<file path="src/rtl/boot_sequencer.sv">
// Serial boot loader: parses one framed image from the UART byte FIFO,
// writes its payload words into IMEM and releases the CPU once the XOR checksum matches.
module boot_sequencer #(
  parameter int         IMEM_DEPTH     = 1024,
  parameter int         ADDR_W         = 10,
  parameter logic [7:0] SYNC_BYTE      = 8'hA5,
  parameter int         TIMEOUT_CYCLES = 1_000_000
) (
  input  logic              clk,
  input  logic              rst,
  input  logic [7:0]        byte_data,
  input  logic              byte_valid,
  output logic              byte_ready,
  input  logic              rearm,
  output logic              imem_wr_en,
  output logic [ADDR_W-1:0] imem_wr_addr,
  output logic [31:0]       imem_wr_data,
  output logic              cpu_rst_hold,
  output logic              boot_done,
  output logic              boot_error,
  output logic [1:0]        err_code
);

  localparam logic [2:0] S_SYNC    = 3'd0;
  localparam logic [2:0] S_LEN_LO  = 3'd1;
  localparam logic [2:0] S_LEN_HI  = 3'd2;
  localparam logic [2:0] S_PAYLOAD = 3'd3;
  localparam logic [2:0] S_CKSUM   = 3'd4;
  localparam logic [2:0] S_DONE    = 3'd5;
  localparam logic [2:0] S_ERROR   = 3'd6;

  localparam int               IDLE_W    = $clog2(TIMEOUT_CYCLES + 1);
  // The idle counter expires on the edge where it would reach TIMEOUT_CYCLES-1.
  localparam logic [IDLE_W-1:0] IDLE_LAST = IDLE_W'(TIMEOUT_CYCLES - 2);
  localparam logic [16:0]      DEPTH_17  = 17'(IMEM_DEPTH);

  logic [2:0]        state;
  logic [15:0]       word_count;
  logic [7:0]        cksum;
  logic [ADDR_W:0]   wr_cnt;
  logic [ADDR_W:0]   wr_cnt_next;
  logic [1:0]        byte_idx;
  logic [23:0]       word_buf;
  logic [IDLE_W-1:0] idle_cnt;
  logic              xfer;
  logic              in_frame;
  logic [15:0]       len_full;

  // Handshake: a byte moves only on a cycle where byte_valid and byte_ready are both high.
  assign xfer        = byte_valid & byte_ready;
  assign in_frame    = (state == S_LEN_LO) || (state == S_LEN_HI) ||
                       (state == S_PAYLOAD) || (state == S_CKSUM);
  assign len_full    = {byte_data, word_count[7:0]};
  assign wr_cnt_next = wr_cnt + 1'b1;

  always_ff @(posedge clk) begin
    if (rst) begin
      state        <= S_SYNC;
      byte_ready   <= 1'b0;
      imem_wr_en   <= 1'b0;
      imem_wr_addr <= '0;
      imem_wr_data <= '0;
      cpu_rst_hold <= 1'b1;
      boot_done    <= 1'b0;
      boot_error   <= 1'b0;
      err_code     <= 2'd0;
      word_count   <= '0;
      cksum        <= '0;
      wr_cnt       <= '0;
      byte_idx     <= '0;
      word_buf     <= '0;
      idle_cnt     <= '0;
    end else begin
      imem_wr_en <= 1'b0;
      case (state)
        S_SYNC: begin
          byte_ready <= 1'b1;
          if (xfer && byte_data == SYNC_BYTE) begin
            state    <= S_LEN_LO;
            cksum    <= '0;
            wr_cnt   <= '0;
            byte_idx <= '0;
            idle_cnt <= '0;
          end
        end
        S_LEN_LO: if (xfer) begin
          word_count[7:0] <= byte_data;
          cksum           <= cksum ^ byte_data;
          state           <= S_LEN_HI;
        end
        S_LEN_HI: if (xfer) begin
          word_count <= len_full;
          cksum      <= cksum ^ byte_data;
          if (len_full == 16'd0 || {1'b0, len_full} > DEPTH_17) begin
            state      <= S_ERROR;
            boot_error <= 1'b1;
            err_code   <= 2'd1;
            byte_ready <= 1'b0;
          end else begin
            state <= S_PAYLOAD;
          end
        end
        S_PAYLOAD: if (xfer) begin
          cksum    <= cksum ^ byte_data;
          byte_idx <= byte_idx + 2'd1;
          case (byte_idx)
            2'd0: word_buf[7:0]   <= byte_data;
            2'd1: word_buf[15:8]  <= byte_data;
            2'd2: word_buf[23:16] <= byte_data;
            default: begin
              imem_wr_en   <= 1'b1;
              imem_wr_data <= {byte_data, word_buf};
              imem_wr_addr <= wr_cnt[ADDR_W-1:0];
              wr_cnt       <= wr_cnt_next;
              if (16'(wr_cnt_next) == word_count) state <= S_CKSUM;
            end
          endcase
        end
        S_CKSUM: if (xfer) begin
          byte_ready <= 1'b0;
          if (byte_data == cksum) begin
            state        <= S_DONE;
            boot_done    <= 1'b1;
            cpu_rst_hold <= 1'b0;
          end else begin
            state      <= S_ERROR;
            boot_error <= 1'b1;
            err_code   <= 2'd2;
          end
        end
        S_DONE, S_ERROR: begin
          byte_ready <= 1'b0;
          if (rearm) begin
            state        <= S_SYNC;
            byte_ready   <= 1'b1;
            boot_done    <= 1'b0;
            boot_error   <= 1'b0;
            err_code     <= 2'd0;
            cpu_rst_hold <= 1'b1;
          end
        end
        default: state <= S_SYNC;
      endcase

      // Idle watchdog; an accepted byte on the expiry cycle takes precedence.
      if (in_frame) begin
        if (xfer) begin
          idle_cnt <= '0;
        end else if (idle_cnt >= IDLE_LAST) begin
          state      <= S_ERROR;
          boot_error <= 1'b1;
          err_code   <= 2'd3;
          byte_ready <= 1'b0;
        end else begin
          idle_cnt <= idle_cnt + 1'b1;
        end
      end
    end
  end

endmodule
</file>
<file path="config.mk">
export PLATFORM = sky130hd
export DESIGN_NAME = boot_sequencer
export DESIGN_NICKNAME = d
export VERILOG_FILES = /design/src/rtl/boot_sequencer.sv
export SDC_FILE = /design/constraint.sdc
export NUM_CORES = 1
export LEC_CHECK = 0
export BUFFER_PORTS_ARGS = -buffer_cell sky130_fd_sc_hd__buf_2
export CORE_MARGIN = 1
export CORE_UTILIZATION = 33
export DETAILED_ROUTE_END_ITERATION = 12
export GPL_TIMING_DRIVEN = 0
export HOLD_SLACK_MARGIN = 0.1
export PLACE_DENSITY = 0.5
export SLEW_MARGIN = 40
export SYNTH_ARGS = -nofsm -noshare
export SYNTH_HDL_FRONTEND = slang
export SYNTH_SLANG_ARGS = --single-unit
</file>
<file path="constraint.sdc">
create_clock -name clk -period 2.4 [get_ports clk]
set_input_delay 0.48 -clock clk [delete_from_list [all_inputs] [get_ports clk]]
set_output_delay 0.48 -clock clk [all_outputs]
set_load 0.02 [all_outputs]
</file>
* Yosys cells after proc, flatten, opt, wreduce, memory -nomap -nowiden
Index checks and enable logic that the tools add are counted.
Storage, ports and cells: latch bits 0, output and inout port bits 49, memory bits (writable) 0, register bits 133, memories kept 0, word-level logic and storage cells 138, ROM bits 0, input port bits 12
Operators by class: div/mod/pow operators 0, order comparisons 2, bitwise logic cells 6, shift-type cells 0, equality and inequality tests 18, reduce and logical (&&, ||, !) cells 25, multiply operators 0, add/sub/neg operators 3, mux-type cells 66
Operators by type and width (count):
- $mux 20 | 5
- $mux 3 | 12
- $mux 11 | 3
- $pmux 8 s2 | 2
- $mux 8 | 3
- $mux 1 | 22
- $mux 2 | 11
- $pmux 11 s2 | 1
- $reduce_and 3->1 | 7
- $add 20x1->20 const B | 1
- $ge 20x20->1 const B | 1
- $pmux 3 s6 | 1
- $eq 11x16->1 | 1
- $gt 16x11->1 const B | 1
- $logic_not 16->1 | 1
- $add 11x1->11 const B | 1
- $ne 2x2->1 const B | 5
- $eq 3x3->1 const B | 3
- $reduce_or 3->1 | 3
- $eq 8x8->1 | 1
- $eq 8x8->1 const B | 1
- $reduce_and 4->1 | 2
- $xor 8x8->8 | 1
- $eq 3x2->1 const B | 2
- 19 further kinds | 29

* Logic depth before layout (Yosys ltp)
word-level depth 9, mapped depth 9, mapped depth without buffers 8

* Least setup slack after synthesis
OpenSTA, ideal clock, no wires.
path type input to register, start point in byte_data[7], end point reg cpu_rst_hold, buffers on the path 1, stages 7, data arrival time 1.779 ns, slack 0.501 ns, setup time 0.120 ns, data required time 2.280 ns, cell sequence clkbuf_1 -> xor2_1 -> nor4_1 -> nand2_1 -> o31ai_1 -> a2bb2oi_1 -> a211o_1
On the way: longest elaborated chain between the ends 3
RTL lines:
- from (decl) | RTL line 11 | input logic [7:0] byte_data,
- $eq 8x8->1 | RTL line 121 | if (byte_data == cksum) begin
- $ne 2x1->1 (no line)
- $reduce_and 4->1 (no line)
- to (signal assigned) | RTL line 63 | cpu_rst_hold <= 1'b1;
- to (signal assigned) | RTL line 124 | cpu_rst_hold <= 1'b0;
- to (signal assigned) | RTL line 139 | cpu_rst_hold <= 1'b1;
- to (decl) | RTL line 18 | output logic cpu_rst_hold,
No other way between the ends. A chain may end at the register's enable or synchronous reset.

* Final worst setup path
start point reg wr_cnt[1], end point reg state[2]
On the way: longest elaborated chain between the ends 9
RTL lines:
- from (decl) | RTL line 40 | logic [ADDR_W:0] wr_cnt;
- from (signal assigned) | RTL line 114 | wr_cnt <= wr_cnt_next;
- $add 11x1->11 * | RTL line 54 | assign wr_cnt_next = wr_cnt + 1'b1;
- $eq 11x16->1 * | RTL line 115 | if (16'(wr_cnt_next) == word_count) state <= S_CKSUM;
- $mux 3 * | RTL line 115
- $mux 3 * | RTL line 106 | case (byte_idx)
- $mux 3 * | RTL line 103 | S_PAYLOAD: if (xfer) begin
- $pmux 3 s6 * | RTL line 75 | case (state)
- $mux 3 | RTL line 149 | end else if (idle_cnt >= IDLE_LAST) begin
- $mux 3 | RTL line 147 | if (xfer) begin
- $mux 3 * | RTL line 146 | if (in_frame) begin
- to (signal assigned) | RTL line 79 | state <= S_LEN_LO;
- to (signal assigned) | RTL line 142 | default: state <= S_SYNC;
- to (signal assigned) | RTL line 150 | state <= S_ERROR;
- to (decl) | RTL line 37 | logic [2:0] state;
Every way passes the cells marked *; elsewhere a longest branch is shown, timed or not.

==> reports/summary.txt <==
Overall power - 4.76 mW
Critical Path RT - 2.77 ns
Global placement routability congestion - 0.774
Crit Path Category - register to register
Final Hold Viols - 0
Final period util - 90.6%
TNS Setup - 0 ns
Vias per inst - 5.21
Reg2reg start - wr_cnt[1]
Synth Flop Type - dfxtp_1
Crit end category - register
Largest net degree at the start of global routing - 17
Post-CTS Hold Fix Bufs - 0
Antenna Cells - 0
Failing checks - DRC
Die Wd - 139 um
Final setup violation count - 0
Final Critical Period - 2.17 ns
Worst stage delay on the critical path - 0.45 ns
Synth unique cells - 66
Maximum vdd ir drop - 0.455 mV
Die Footprint - 19200 um^2
Max Fclk - 460 MHz
Placed instance count - 1065
Total CTS buffers - 17
Detailed Routing Iterations Pass 1 - 9
CTS root buffer - clkbuf_16
Worst Hold Launch - word_count[11]
Worst r2r path cells - 8
Total wire length - 17.5 mm
Most frequent cells in the layout - 173 x nand2_1, 133 x dfxtp_1, 110 x a21oi_1
CTS Sinks - 133
Worst Setup Start Kind - register
Critical path data arrival time - 2.54 ns
Detail Route Antenna Nets - 0
Non-Filler Instances - 1098
CTS tree - built
Initial antenna violation count - 0
Worst path slowest cell - dfxtp_1
Power per standard cell area - 653 nW/um^2
Status - finished, violations left
Iter 0 DRT Violations - 413
DR WL/cell - 15.9 um
Reg2reg setup slack - 0.23 ns
DRC viols - 1
Initial core utilization - 33.9%
Hold EP - word_count[11]
Unrepaired setup endpoints after global routing - no
Synthesized net count - 796
Worst Hold Depth - 2
HP Class - register to register
Worst-path cell chain - ha_1 > buf_2 > nand3_1 > nor3_1 > xnor2_1 > o311ai_1 > nor4_1 > or3_1
Core Box Area - 18100 um^2
Clock H-tree levels - 4
Synth warn - 0
Commonest non-fill, non-tap cell in the layout - nand2_1
# IOs - 61
Max transition margin - 46.8%
Max-cap violations - 0
Vias - 5720
First-pass GRT wire length - 28.1 mm
Bufs and invs on worst path - 1
Worst path top cell family by delay - simple AND/OR/NAND/NOR gates
Post-layout util - 40.2%
Net count reported at finish - 875
Area growth, synth to finish - 18.5%
Clock latency on the worst-skew pair - 0.43 ns
Synthesized area - 6160 um^2
Cell count after synthesis - 777
Syn avg cell area - 7.92 um^2
Number of global-route vias before repair - 5211
Fill count - 1970
CP Max Fanout - 9
Synth async-reset ratio - 0%
LEAKAGE - 2.65 nW
Reg clk slew, reported paths - 0.06 ns
WHS - 0.449 ns
Row cnt - 49
Slew at the pin closest to its max-slew limit - 0.798 ns
Slew Limit Fails - 0
RR Endpoint - state[2]
HPWL Detailed - 12.2 mm
Layout cells sized above 1 - 14.7%
All-Layer GR Usage - 18.7%
Grt ovf - 0
Sequential-to-total area share from yosys stat - 43.2%
Count of flip-flops with a built-in enable after synthesis - 0
Clock Tree Buf Depth - 2
Register bit total from synthesis - 133
Clk_skew - 0.0129 ns
IO Port Bufs - 59
Die Height - 139 um
## synthesized netlist by cell type (all sizes together), types with 2 or more instances
cell	n	area, um^2
nor3	11	66.3
a211oi	2	15.0
a21oi	112	576
o22ai	5	31.3
a31oi	2	12.5
o31ai	4	30.0
nand4b	2	17.5
inv	10	37.5
nand3b	13	97.6
nor2	38	150
o41ai	3	26.3
a21o	8	60.1
and3	5	31.3
nor3b	2	15.0
nand2	173	649
and2	5	31.3
nand2b	4	25.0
or4	2	15.0
a22oi	4	30.0
o21ai	30	161
and3b	2	17.5
o311ai	3	26.3
dfxtp	133	2660
nor2b	2	12.5
mux2i	11	110
o211ai	5	37.5
xnor2	9	97.6
nor4	15	106
nand4	11	81.3
a2bb2oi	2	17.5
nand3	44	220
o21a	3	22.5
ha	7	87.6
buf	25	125
and4	3	26.3
or3	6	37.5
xor2	17	149
clkbuf	29	109
## worst max path at each step
| stage | end | from | depth (start not counted) |
|---|---|---|---|
| floorplan | cpu_rst_hold | byte_data[7] | 7 |
| global placement | cpu_rst_hold | byte_data[1] | 8 |
| detailed placement | cpu_rst_hold | byte_data[1] | 8 |
| CTS | imem_wr_addr[6] | state[2] | 7 |
| global route | state[2] | wr_cnt[1] | 8 |
| finish | state[2] | wr_cnt[1] | 8 |
## stage by stage
step                cell area [um^2]  worst slack (ns)
floorplan                       6160             0.501
CTS                             7280            0.0973
global route                    7300            0.0249
global placement                6740            -0.111
detailed placement              6740            -0.118
finish                          7300             0.226
## power breakdown
part           leakage (nW)  switching [mW]  internal, mW
logic                  1.32           0.110        0.0338
clock network         0.258            1.04          1.36
registers              1.07         0.00166          2.21
## area by class of cell
cell class	count	area, um^2	area share (%)
Inverter	10	37.5	0.514
Clock inverter	12	97.6	1.34
Tap cell	229	287	3.93
Clock buffer	20	447	6.12
Timing Repair Buffer	60	303	4.15
Multi-Input combinational cell	580	3230	44.3
Buffer	54	234	3.21
Sequential cell	133	2660	36.5
## metal layers
metal  vias to the layer above  GRT usage [%]  part of all wire, %
li1                       2880              -                    -
met1                      2702           25.6                   49
met2                       117           29.5                   46
met3                        21           3.59                  3.8
met4                         0           6.15                  1.5
met5                         -              0                    0
## logic make-up (layout without fill, tap and decap cells)
| kind of cell | Yosys count | in the layout | synth area share, % |
|---|---|---|---|
| AO/OA/AOI/OAI | 194 | 194 | 18.5 |
| AND/OR/NAND/NOR | 341 | 341 | 26.4 |
| buffers and inverters | 64 | 156 | 4.41 |
| adder cells (fa/ha/maj) | 7 | 7 | 1.42 |
| XOR/XNOR | 26 | 26 | 4.00 |
| flip-flops | 133 | 133 | 43.2 |
| multiplexers | 12 | 12 | 1.97 |
## repair_timing
item / in CTS / in global routing
buffers inserted: 0 / 1
resized for setup: 0 / 0
setup endpoints to repair: 0 / 28
## worst min-delay path, delay by kind of cell, from the launching register on
family	cells	cell delay (ns)
and+or+nand+nor	1	0.05
AOI/OAI and AO/OA	1	0.05
DFF	1	0.30
## flip-flops by register name (all words and copies together) (netlist names), 2 cells and up
signal        count
err_code          2
word_count       16
byte_idx          2
imem_wr_addr     10
state             3
cksum             8
imem_wr_data     32
idle_cnt         20
word_buf         24
wr_cnt           11
Note: power is estimated with default switching activity, not from simulation.
